$ cat src/rtl/muldiv_pkg.sv
// Shared encodings for the HI/LO multiply/divide unit:
// op codes, FSM states, datapath step modes and default width.
package muldiv_pkg;

  localparam int XLEN_DEFAULT = 32;

  typedef enum logic [2:0] {
    OP_MULT  = 3'd0,
    OP_MULTU = 3'd1,
    OP_DIV   = 3'd2,
    OP_DIVU  = 3'd3,
    OP_MTHI  = 3'd4,
    OP_MTLO  = 3'd5
  } op_e;

  typedef enum logic [1:0] {
    S_IDLE = 2'd0,
    S_CALC = 2'd1,
    S_SIGN = 2'd2
  } state_e;

  typedef enum logic {
    STEP_MUL = 1'b0,
    STEP_DIV = 1'b1
  } step_mode_e;

endpackage

$ cat src/rtl/muldiv_step.sv
// One iteration of the multiply/divide datapath (combinational).
// i_acc {upper,lower} 2*XLEN, i_opnd XLEN, i_mode mul/div; o_acc next acc.
module muldiv_step
  import muldiv_pkg::*;
#(
  parameter int XLEN = XLEN_DEFAULT
) (
  input  logic [2*XLEN-1:0] i_acc,
  input  logic [XLEN-1:0]   i_opnd,
  input  step_mode_e        i_mode,
  output logic [2*XLEN-1:0] o_acc
);

  logic [XLEN:0] w_sum;
  logic [XLEN:0] w_rem;
  logic [XLEN:0] w_diff;

  always_comb begin
    // Multiply: add multiplicand into upper half when the
    // current multiplier bit (acc LSB) is set, then shift right.
    w_sum = {1'b0, i_acc[2*XLEN-1:XLEN]}
          + (i_acc[0] ? {1'b0, i_opnd} : '0);
    // Divide: shift next dividend bit into the remainder,
    // keep the trial difference only if it did not borrow.
    w_rem  = {i_acc[2*XLEN-1:XLEN], i_acc[XLEN-1]};
    w_diff = w_rem - {1'b0, i_opnd};
    if (i_mode == STEP_MUL) begin
      o_acc = {w_sum, i_acc[XLEN-1:1]};
    end else if (!w_diff[XLEN]) begin
      o_acc = {w_diff[XLEN-1:0], i_acc[XLEN-2:0], 1'b1};
    end else begin
      o_acc = {w_rem[XLEN-1:0], i_acc[XLEN-2:0], 1'b0};
    end
  end

endmodule

$ cat src/rtl/hilo_muldiv_ctrl.sv
// HI/LO multiply/divide controller: iterative MULT/DIV, MTHI/MTLO.
// Ports: clk, rst(async high), start, op, a, b -> busy, done, hi, lo.
// Option: MULDIV_FAST_MUL_EN gives single-cycle MULT/MULTU.
module hilo_muldiv_ctrl
  import muldiv_pkg::*;
#(
  parameter int XLEN = XLEN_DEFAULT
) (
  input  logic            clk,
  input  logic            rst,
  input  logic            start,
  input  logic [2:0]      op,
  input  logic [XLEN-1:0] a,
  input  logic [XLEN-1:0] b,
  output logic            busy,
  output logic            done,
  output logic [XLEN-1:0] hi,
  output logic [XLEN-1:0] lo
);

  localparam int CW = $clog2(XLEN);
  localparam logic [CW-1:0] LAST = CW'(XLEN - 1);

  state_e            r_state;
  logic [CW-1:0]     r_cnt;
  logic [2*XLEN-1:0] r_acc;
  logic [XLEN-1:0]   r_opnd;
  logic              r_is_div;
  logic              r_neg_q;
  logic              r_neg_r;
  logic              r_busy;
  logic              r_done;
  logic [XLEN-1:0]   r_hi;
  logic [XLEN-1:0]   r_lo;

  logic              w_sgn;
  logic              w_neg_ab;
  logic [XLEN-1:0]   w_ma;
  logic [XLEN-1:0]   w_mb;
  logic [2*XLEN-1:0] w_step;
  logic [2*XLEN-1:0] w_prod_fix;
  logic [XLEN-1:0]   w_q_fix;
  logic [XLEN-1:0]   w_r_fix;
  step_mode_e        w_mode;

  always_comb begin
    w_sgn    = (op == OP_MULT) || (op == OP_DIV);
    w_neg_ab = w_sgn & (a[XLEN-1] ^ b[XLEN-1]);
    w_ma     = (w_sgn && a[XLEN-1]) ? -a : a;
    w_mb     = (w_sgn && b[XLEN-1]) ? -b : b;
    w_mode   = r_is_div ? STEP_DIV : STEP_MUL;
    w_prod_fix = r_neg_q ? -r_acc : r_acc;
    w_q_fix  = r_neg_q ? -r_acc[XLEN-1:0] : r_acc[XLEN-1:0];
    w_r_fix  = r_neg_r ? -r_acc[2*XLEN-1:XLEN]
                       : r_acc[2*XLEN-1:XLEN];
  end

`ifdef MULDIV_FAST_MUL_EN
  logic [2*XLEN-1:0] w_prod;
  assign w_prod = {{XLEN{1'b0}}, w_ma} * {{XLEN{1'b0}}, w_mb};
`endif

  muldiv_step #(.XLEN(XLEN)) u_step (
    .i_acc  (r_acc),
    .i_opnd (r_opnd),
    .i_mode (w_mode),
    .o_acc  (w_step)
  );

  always_ff @(posedge clk or posedge rst) begin
    if (rst) begin
      r_state  <= S_IDLE;
      r_cnt    <= '0;
      r_acc    <= '0;
      r_opnd   <= '0;
      r_is_div <= 1'b0;
      r_neg_q  <= 1'b0;
      r_neg_r  <= 1'b0;
      r_busy   <= 1'b0;
      r_done   <= 1'b0;
      r_hi     <= '0;
      r_lo     <= '0;
    end else begin
      r_done <= 1'b0;
      case (r_state)
        S_IDLE: begin
          if (start) begin
            case (op)
              OP_MTHI: r_hi <= a;
              OP_MTLO: r_lo <= a;
              OP_MULT, OP_MULTU: begin
                r_is_div <= 1'b0;
                r_neg_q  <= w_neg_ab;
                r_neg_r  <= 1'b0;
                r_cnt    <= '0;
                r_busy   <= 1'b1;
`ifdef MULDIV_FAST_MUL_EN
                r_acc    <= w_prod;
                r_state  <= S_SIGN;
`else
                r_acc    <= {{XLEN{1'b0}}, w_mb};
                r_opnd   <= w_ma;
                r_state  <= S_CALC;
`endif
              end
              OP_DIV, OP_DIVU: begin
                r_is_div <= 1'b1;
                r_neg_r  <= w_sgn & a[XLEN-1];
                r_cnt    <= '0;
                r_busy   <= 1'b1;
                r_opnd   <= w_mb;
                if (b == '0) begin
                  // Remainder = |a| re-signed back to a;
                  // quotient forced to all ones.
                  r_acc   <= {w_ma, {XLEN{1'b1}}};
                  r_neg_q <= 1'b0;
                  r_state <= S_SIGN;
                end else begin
                  r_acc   <= {{XLEN{1'b0}}, w_ma};
                  r_neg_q <= w_neg_ab;
                  r_state <= S_CALC;
                end
              end
              default: ;
            endcase
          end
        end
        S_CALC: begin
          r_acc <= w_step;
          r_cnt <= r_cnt + CW'(1);
          if (r_cnt == LAST) r_state <= S_SIGN;
        end
        S_SIGN: begin
          if (r_is_div) begin
            r_lo <= w_q_fix;
            r_hi <= w_r_fix;
          end else begin
            {r_hi, r_lo} <= w_prod_fix;
          end
          r_done  <= 1'b1;
          r_busy  <= 1'b0;
          r_state <= S_IDLE;
        end
        default: r_state <= S_IDLE;
      endcase
    end
  end

  assign busy = r_busy;
  assign done = r_done;
  assign hi   = r_hi;
  assign lo   = r_lo;

endmodule
$ cat config.mk
export PLATFORM = sky130hd
export DESIGN_NAME = hilo_muldiv_ctrl
export DESIGN_NICKNAME = d
export VERILOG_FILES = /design/src/rtl/muldiv_pkg.sv /design/src/rtl/muldiv_step.sv /design/src/rtl/hilo_muldiv_ctrl.sv
export SDC_FILE = /design/constraint.sdc
export NUM_CORES = 1
export LEC_CHECK = 0
export CAP_MARGIN = 25
export CORE_MARGIN = 10
export CORE_UTILIZATION = 64
export CTS_CLUSTER_SIZE = 8
export DETAILED_ROUTE_END_ITERATION = 6
export PLACE_DENSITY = 0.87
export SLEW_MARGIN = 30
export SYNTH_ARGS = -nofsm -noshare
export SYNTH_HDL_FRONTEND = slang
export SYNTH_SLANG_ARGS = --single-unit
$ cat constraint.sdc
create_clock -name clk -period 12 [get_ports clk]
set_clock_uncertainty 0.05 [all_clocks]
set_input_delay 2.4 -clock clk [delete_from_list [all_inputs] [get_ports clk]]
set_output_delay 2.4 -clock clk [all_outputs]
set_load 0.01 [all_outputs]
==> flow_metrics.tcl, run 1 <==
set metrics [dict create \
    status "complete, no violations" \
    syn_nets 2100 \
    r2r-end "r_acc[61]" \
    crit_arrival_ps 6190 \
    fin_util_pct 73.6 \
    drive_gt1_share_pct 4.79 \
    ir_worst_vdd_v 0.000294 \
    hold_violations 0 \
    path_max_fanout 9 \
    synth_cell_types 76 \
    core_um2 23300 \
    synth_enable_flop_cells 0 \
    grt_max_degree 102 \
    grt_pass1_wl_um 89500 \
    vias 16200 \
    hold_buffers 0 \
    clk_path_buf_depth 2 \
    die_width_um 173 \
    cts_tree "yes" \
    drc 0 \
    fmax_ghz 0.169 \
    hold-path-cell-count 2 \
    endpoint_kind "flop" \
    hp-class "reg2reg" \
    post-cts-setup-buffers 0 \
    setup_violations 0 \
    synth_area_um2 15100 \
    post_synth.cell_area_avg_um2 7.69 \
    grt_usage_pct 37.8 \
    cts.sinks 172 \
    startpoint_type "input port" \
    synth_cells 1958 \
    place.detailed.hpwl_um 44900 \
    power.density_nw_per_um2 327 \
    required_ps 12290 \
    holdPathEnd "hi[15]" \
    antenna_found_initial 1 \
    async_flop_share_pct 100 \
    yosys_register_bits 172 \
    drv_slew 0 \
    use_met3_pct 11.2 \
    die-area_um2 30100 \
    dr.pass1.iters 6 \
    synth_warnings 0 \
    port_buffers 135 \
    via_per_inst 6.92 \
    antenna_left 0 \
    tns_ps 0 \
    grt_pass1_vias 15300 \
    final_net_count 2156 \
    holdWs_ps 426 \
    grt-ovfl-total 0 \
    r2r_start "r_acc[0]" \
    grt_util_met2_pct 57.1 \
    critical_path_class "in2reg" \
    ys_seq_area_share_pct 28.6 \
    synth-main-ff-cell "dfrtp_1" \
    clkLatencyLatePin_ps 450 \
    tightest_slew_ps 996 \
    p_leak_nw 7.14 \
    fin_total_pwr_w 0.00562 \
    r2r_slack_ps 7010 \
    die_y_um 173 \
    place_congestion 1.06 \
    pin_count 136 \
    met1_usage_pct 47.6 \
    htree_levels 4 \
    wl_um 59000 \
    root_buffer "clkbuf_16" \
    area_growth_pct 14.0 \
    cts_buffers 17 \
    post-route-min-period_ps 5900 \
    core.rowCount 56 \
    start_util_pct 64.5 \
    first_iter_violations 2664 \
    ff2ff_path_depth 14 \
    grt_busiest_layer "met2" \
    postCtsResizedCells 0 \
    min_from "hi[15]" \
    rsz0062_at_grt "no" \
    fin_crit_sh_pct 49.2 \
    clk_pin_slew_ps 70 \
    drv_cap 0 \
    max_slew_margin_pct 33.5 \
    wl_per_cell_um 25.1 \
]
[kinds of logic after synthesis]
group,count (synthesis),share of synthesized area (%)
XOR/XNOR,164,9.54
buffers and inverters,180,4.64
adder cells (fa/ha/maj),72,6.08
multiplexers,68,4.65
AND/OR/NAND/NOR,624,18.9
flip-flops,172,28.6
AO/OA/AOI/OAI,678,27.6
[metal layers]
layer / share of wire [%] / routed length (um)
met5: 0 / 0
met4: 6.3 / 3730
met3: 14 / 8270
met2: 43 / 25400
met1: 37 / 21600
[stage by stage]
stage          setup slack, ps  area (um2)  instances
2_1_floorplan             4890       15100       1958
3_3_place_gp              6000       16500       2314
3_5_place_dp              5850       16500       2314
4_1_cts                   6250       17200       2345
5_1_grt                   5990       17200       2345
6_report                  6100       17200       2346
[worst max-delay path, cell delays in order]
cell and delay, ps:
clkdlybuf4s50_1 480, or4_1 580, or3_1 400, or4_1 550, nor3_2 550, nand2_1 320, nor2_1 480, a22o_1 240
a21oi_1 60, o21ai_0 110
[area by class of cell]
type | count | area (um2)
inverter | 62 | 240
sequential | 172 | 4310
clock inverter | 13 | 180
multi-input combinational | 1606 | 10100
tap | 319 | 399
clock buffer | 18 | 439
timing repair buffer | 155 | 1500
fill | 1883 | 6160
antenna | 1 | 2.50
[placed cells by master, fill, tap and decap left out, types with 21 or more instances in the layout]
master and count:
a21o_1 28, nor3_1 41, nand2_1 214, o31ai_1 44
ha_1 70, inv_1 59, o21ai_0 233, a21oi_1 176
xnor2_1 96, nand3_1 24, nor4_1 21, dfrtp_1 171
nor2_1 197, mux2i_1 52, o211ai_1 27, xor2_1 67
clkdlybuf4s50_1 134
[cells in the mapped netlist (7+ instances only)]
cell type | n | area, um2
a211oi_1 | 20 | 150
a21o_1 | 28 | 210
a21oi_1 | 176 | 881
a221oi_1 | 9 | 78.8
a22o_1 | 7 | 61.3
a22oi_1 | 16 | 120
a311oi_1 | 12 | 105
a31oi_1 | 19 | 119
and2_1 | 14 | 87.6
and3_1 | 9 | 56.3
clkbuf_1 | 103 | 387
dfrtp_1 | 172 | 4300
ha_1 | 70 | 876
inv_1 | 60 | 225
mux2_2 | 15 | 169
mux2i_1 | 52 | 521
nand2_1 | 215 | 807
nand2b_1 | 17 | 106
nand3_1 | 24 | 120
nand4_1 | 8 | 50.1
nor2_1 | 201 | 754
nor2b_1 | 16 | 100
nor3_1 | 41 | 205
nor4_1 | 21 | 131
o211ai_1 | 27 | 203
o21a_1 | 9 | 67.6
o21ai_0 | 233 | 1170
o221ai_1 | 10 | 87.6
o31ai_1 | 44 | 330
o41ai_1 | 12 | 105
or2_2 | 11 | 68.8
or3_1 | 15 | 93.8
or4_1 | 13 | 97.6
xnor2_1 | 97 | 850
xor2_1 | 67 | 587
[where the power goes]
part / leakage (nW) / switching (W) / internal [W]
Clock: 0.303 / 0.000271 / 0.000339
Sequential: 2.12 / 0.000427 / 0.000867
Combinational: 4.72 / 0.00221 / 0.00151
[sequential cells by signal, summed over array words and instances (netlist names)]
register and count:
r_opnd 32, done 1, busy 1, r_is_div 1, r_state 2, hi 32, r_neg_r 1, r_neg_q 1
r_cnt 5, r_acc 64, lo 32
[worst max path at each step]
stage          cells past startpoint         to  start
6_report                          10  r_acc[58]  b[22]
2_1_floorplan                      1       busy    rst
5_1_grt                           10  r_acc[58]  b[22]
4_1_cts                           10  r_acc[58]  b[22]
3_5_place_dp                      10  r_acc[58]  b[22]
3_3_place_gp                      10  r_acc[58]  b[22]
Power figures use the tool's default switching activity.
==> run 2: changes to the inputs <==
--- a/config.mk
+++ b/config.mk
@@ -7,10 +7,10 @@
 export LEC_CHECK = 0
 export CAP_MARGIN = 25
 export CORE_MARGIN = 10
-export CORE_UTILIZATION = 64
+export CORE_UTILIZATION = 60
 export CTS_CLUSTER_SIZE = 8
 export DETAILED_ROUTE_END_ITERATION = 6
-export PLACE_DENSITY = 0.87
+export PLACE_DENSITY = 0.83
 export SLEW_MARGIN = 30
 export SYNTH_ARGS = -nofsm -noshare
 export SYNTH_HDL_FRONTEND = slang
==> constraint.sdc (replaced) <==
create_clock -name clk -period 5.65 [get_ports clk]
set_clock_uncertainty 0.05 [all_clocks]
set_input_delay 1.13 -clock clk [delete_from_list [all_inputs] [get_ports clk]]
set_output_delay 1.13 -clock clk [all_outputs]
set_load 0.01 [all_outputs]
==> flow_metrics.tcl, run 2 (synthesis gave the netlist of run 1 again) <==
set metrics [dict create \
    crit_chain "inv_1, nor2_1, ha_1, a211oi_1, o21ai_0, o2111ai_1, a311oi_1, o2111ai_1, a2111oi_0, buf_4, o31a_1, o21ai_0, o211ai_1, o211ai_1" \
    crit_arrival_ps 4910 \
    die-area_um2 31800 \
    wl_per_cell_um 24.5 \
    drc 3 \
    clk_path_buf_depth 2 \
    hold_buffers 0 \
    final_net_count 2166 \
    clkLatencyLatePin_ps 450 \
    dr.pass1.iters 7 \
    antenna_found_initial 1 \
    grt_pass1_vias 14700 \
    n_antenna_cell 0 \
    port_buffers 135 \
    p_leak_nw 7.18 \
    internal-power_w 0.00575 \
    finalInstanceArea_um2 17300 \
    critical_path_class "reg2reg" \
    startpoint_type "flop" \
    setup_violations 0 \
    vias 16000 \
    grt_usage_pct 35.4 \
    fmax_ghz 0.215 \
    clk_pin_slew_ps 70 \
    pin_count 136 \
    path_max_fanout 20 \
    post-cts-setup-buffers 0 \
    postCtsResizedCells 0 \
    sequentialPowerShare_pct 22.4 \
    grt-ovfl-total 0 \
    die_y_um 178 \
    netSwitchingPower_w 0.00611 \
    switching_share_pct 51.6 \
    die_width_um 178 \
    place_congestion 1.03 \
    rsz0062_at_grt "no" \
    hold_violations 0 \
    place_area_um2 16600 \
    grt_max_degree 173 \
    fin_crit_sh_pct 82.4 \
    post-route-min-period_ps 4660 \
    violations "DRC" \
    top_register "r_acc" \
    cts.sinks 172 \
    place.detailed.hpwl_um 44300 \
    max_stage_delay_ps 580 \
    cp.buffers_inverters 2 \
    drive_gt1_share_pct 5.26 \
    ir_worst_vdd_v 0.000505 \
    status "finished, violations left" \
    max_slew_margin_pct 35.3 \
    power.density_nw_per_um2 687 \
    core_um2 24500 \
    cts_buffers 17 \
    via_per_inst 6.77 \
    antenna_left 0 \
    start_util_pct 61.4 \
    wl_um 57900 \
    grt_pass1_wl_um 86800 \
    core.rowCount 57 \
    largest_register_ffs 64 \
    final_common_cell "o21ai_0" \
    first_iter_violations 2295 \
    drv_slew 0 \
    pwr-share-comb_pct 67.1 \
    root_buffer "clkbuf_16" \
    area_growth_pct 14.6 \
    htree_levels 4 \
    clkPwrFrac_pct 10.5 \
    slowest_stage "a2111oi_0" \
    tightest_slew_ps 968 \
    tns_ps 0 \
    cts_tree "yes" \
    fillers 2062 \
    critical-path-top-delay-family "compound AO/OA/AOI/OAI gates" \
    hp-class "reg2reg" \
    drv_cap 0 \
    endpoint_kind "flop" \
    final_cell_mix "o21ai_0, nand2_1, nor2_1" \
    required_ps 5900 \
]
[run 2: layout make-up]
type	instances	area, um2	share of cell area [%]
Sequential cell	172	4310	25.0
Multi-Input combinational cell	1606	10100	58.6
Inverter	62	236	1.37
Clock inverter	13	155	0.899
Timing Repair Buffer	165	1600	9.30
Clock buffer	18	439	2.55
Tap cell	324	405	2.35
[run 2: final timing paths]
kind	startpoint	endpoint	slack (ps)	depth (start not counted)
hold / removal	hi[11]	hi[11]	430	2
setup reg to reg	r_acc[0]	r_acc[59]	990	14
max in group asynchronous	rst	r_is_div	3570	4
setup / recovery	r_acc[0]	r_acc[59]	990	14
hold reg to reg	hi[11]	hi[11]	430	2
min in group asynchronous	rst	hi[7]	1060	3
[run 2: layer usage]
layer | GRT usage [%] | share of wire [%] | vias to the layer above
met3 | 8.03 | 13 | 212
met2 | 52.6 | 42 | 1095
met1 | 46.1 | 38 | 7445
met5 | 0 | 0.022 | -
met4 | 21.6 | 6.6 | 2
li1 | - | - | 7230
[run 2: worst register-to-register path: cells and delay by family (launching register included)]
kind                       cells  cell delay, ps
AOI/OAI and AO/OA             10            2720
adders and majority gates      1             390
buffers and inverters          2             790
DFF                            1             460
and+or+nand+nor                1             120
[run 2: power groups by stage]
stage	logic, W	registers [W]	clock network [W]
CTS	0.00776	0.00259	0.00124
detailed placement	0.00772	0.00262	0
finish	0.00795	0.00266	0.00125
global route	0.00865	0.00270	0.00129
global placement	0.00760	0.00259	0
floorplan	0.00547	0.00239	0
[run 2: metrics by stage]
stage | cells | setup WS [ps] | hold slack [ps] | total power (W) | utilization (%)
finish | 2360 | 994 | 426 | 0.0119 | 70.3
global route | 2360 | 700 | 450 | 0.0126 | 70.3
CTS | 2359 | 1070 | 432 | 0.0116 | 70.2
detailed placement | 2328 | 851 | 416 | 0.0103 | 67.8
global placement | 2328 | 949 | 411 | 0.0102 | 67.8
floorplan | 1958 | 1820 | 400 | 0.00787 | -
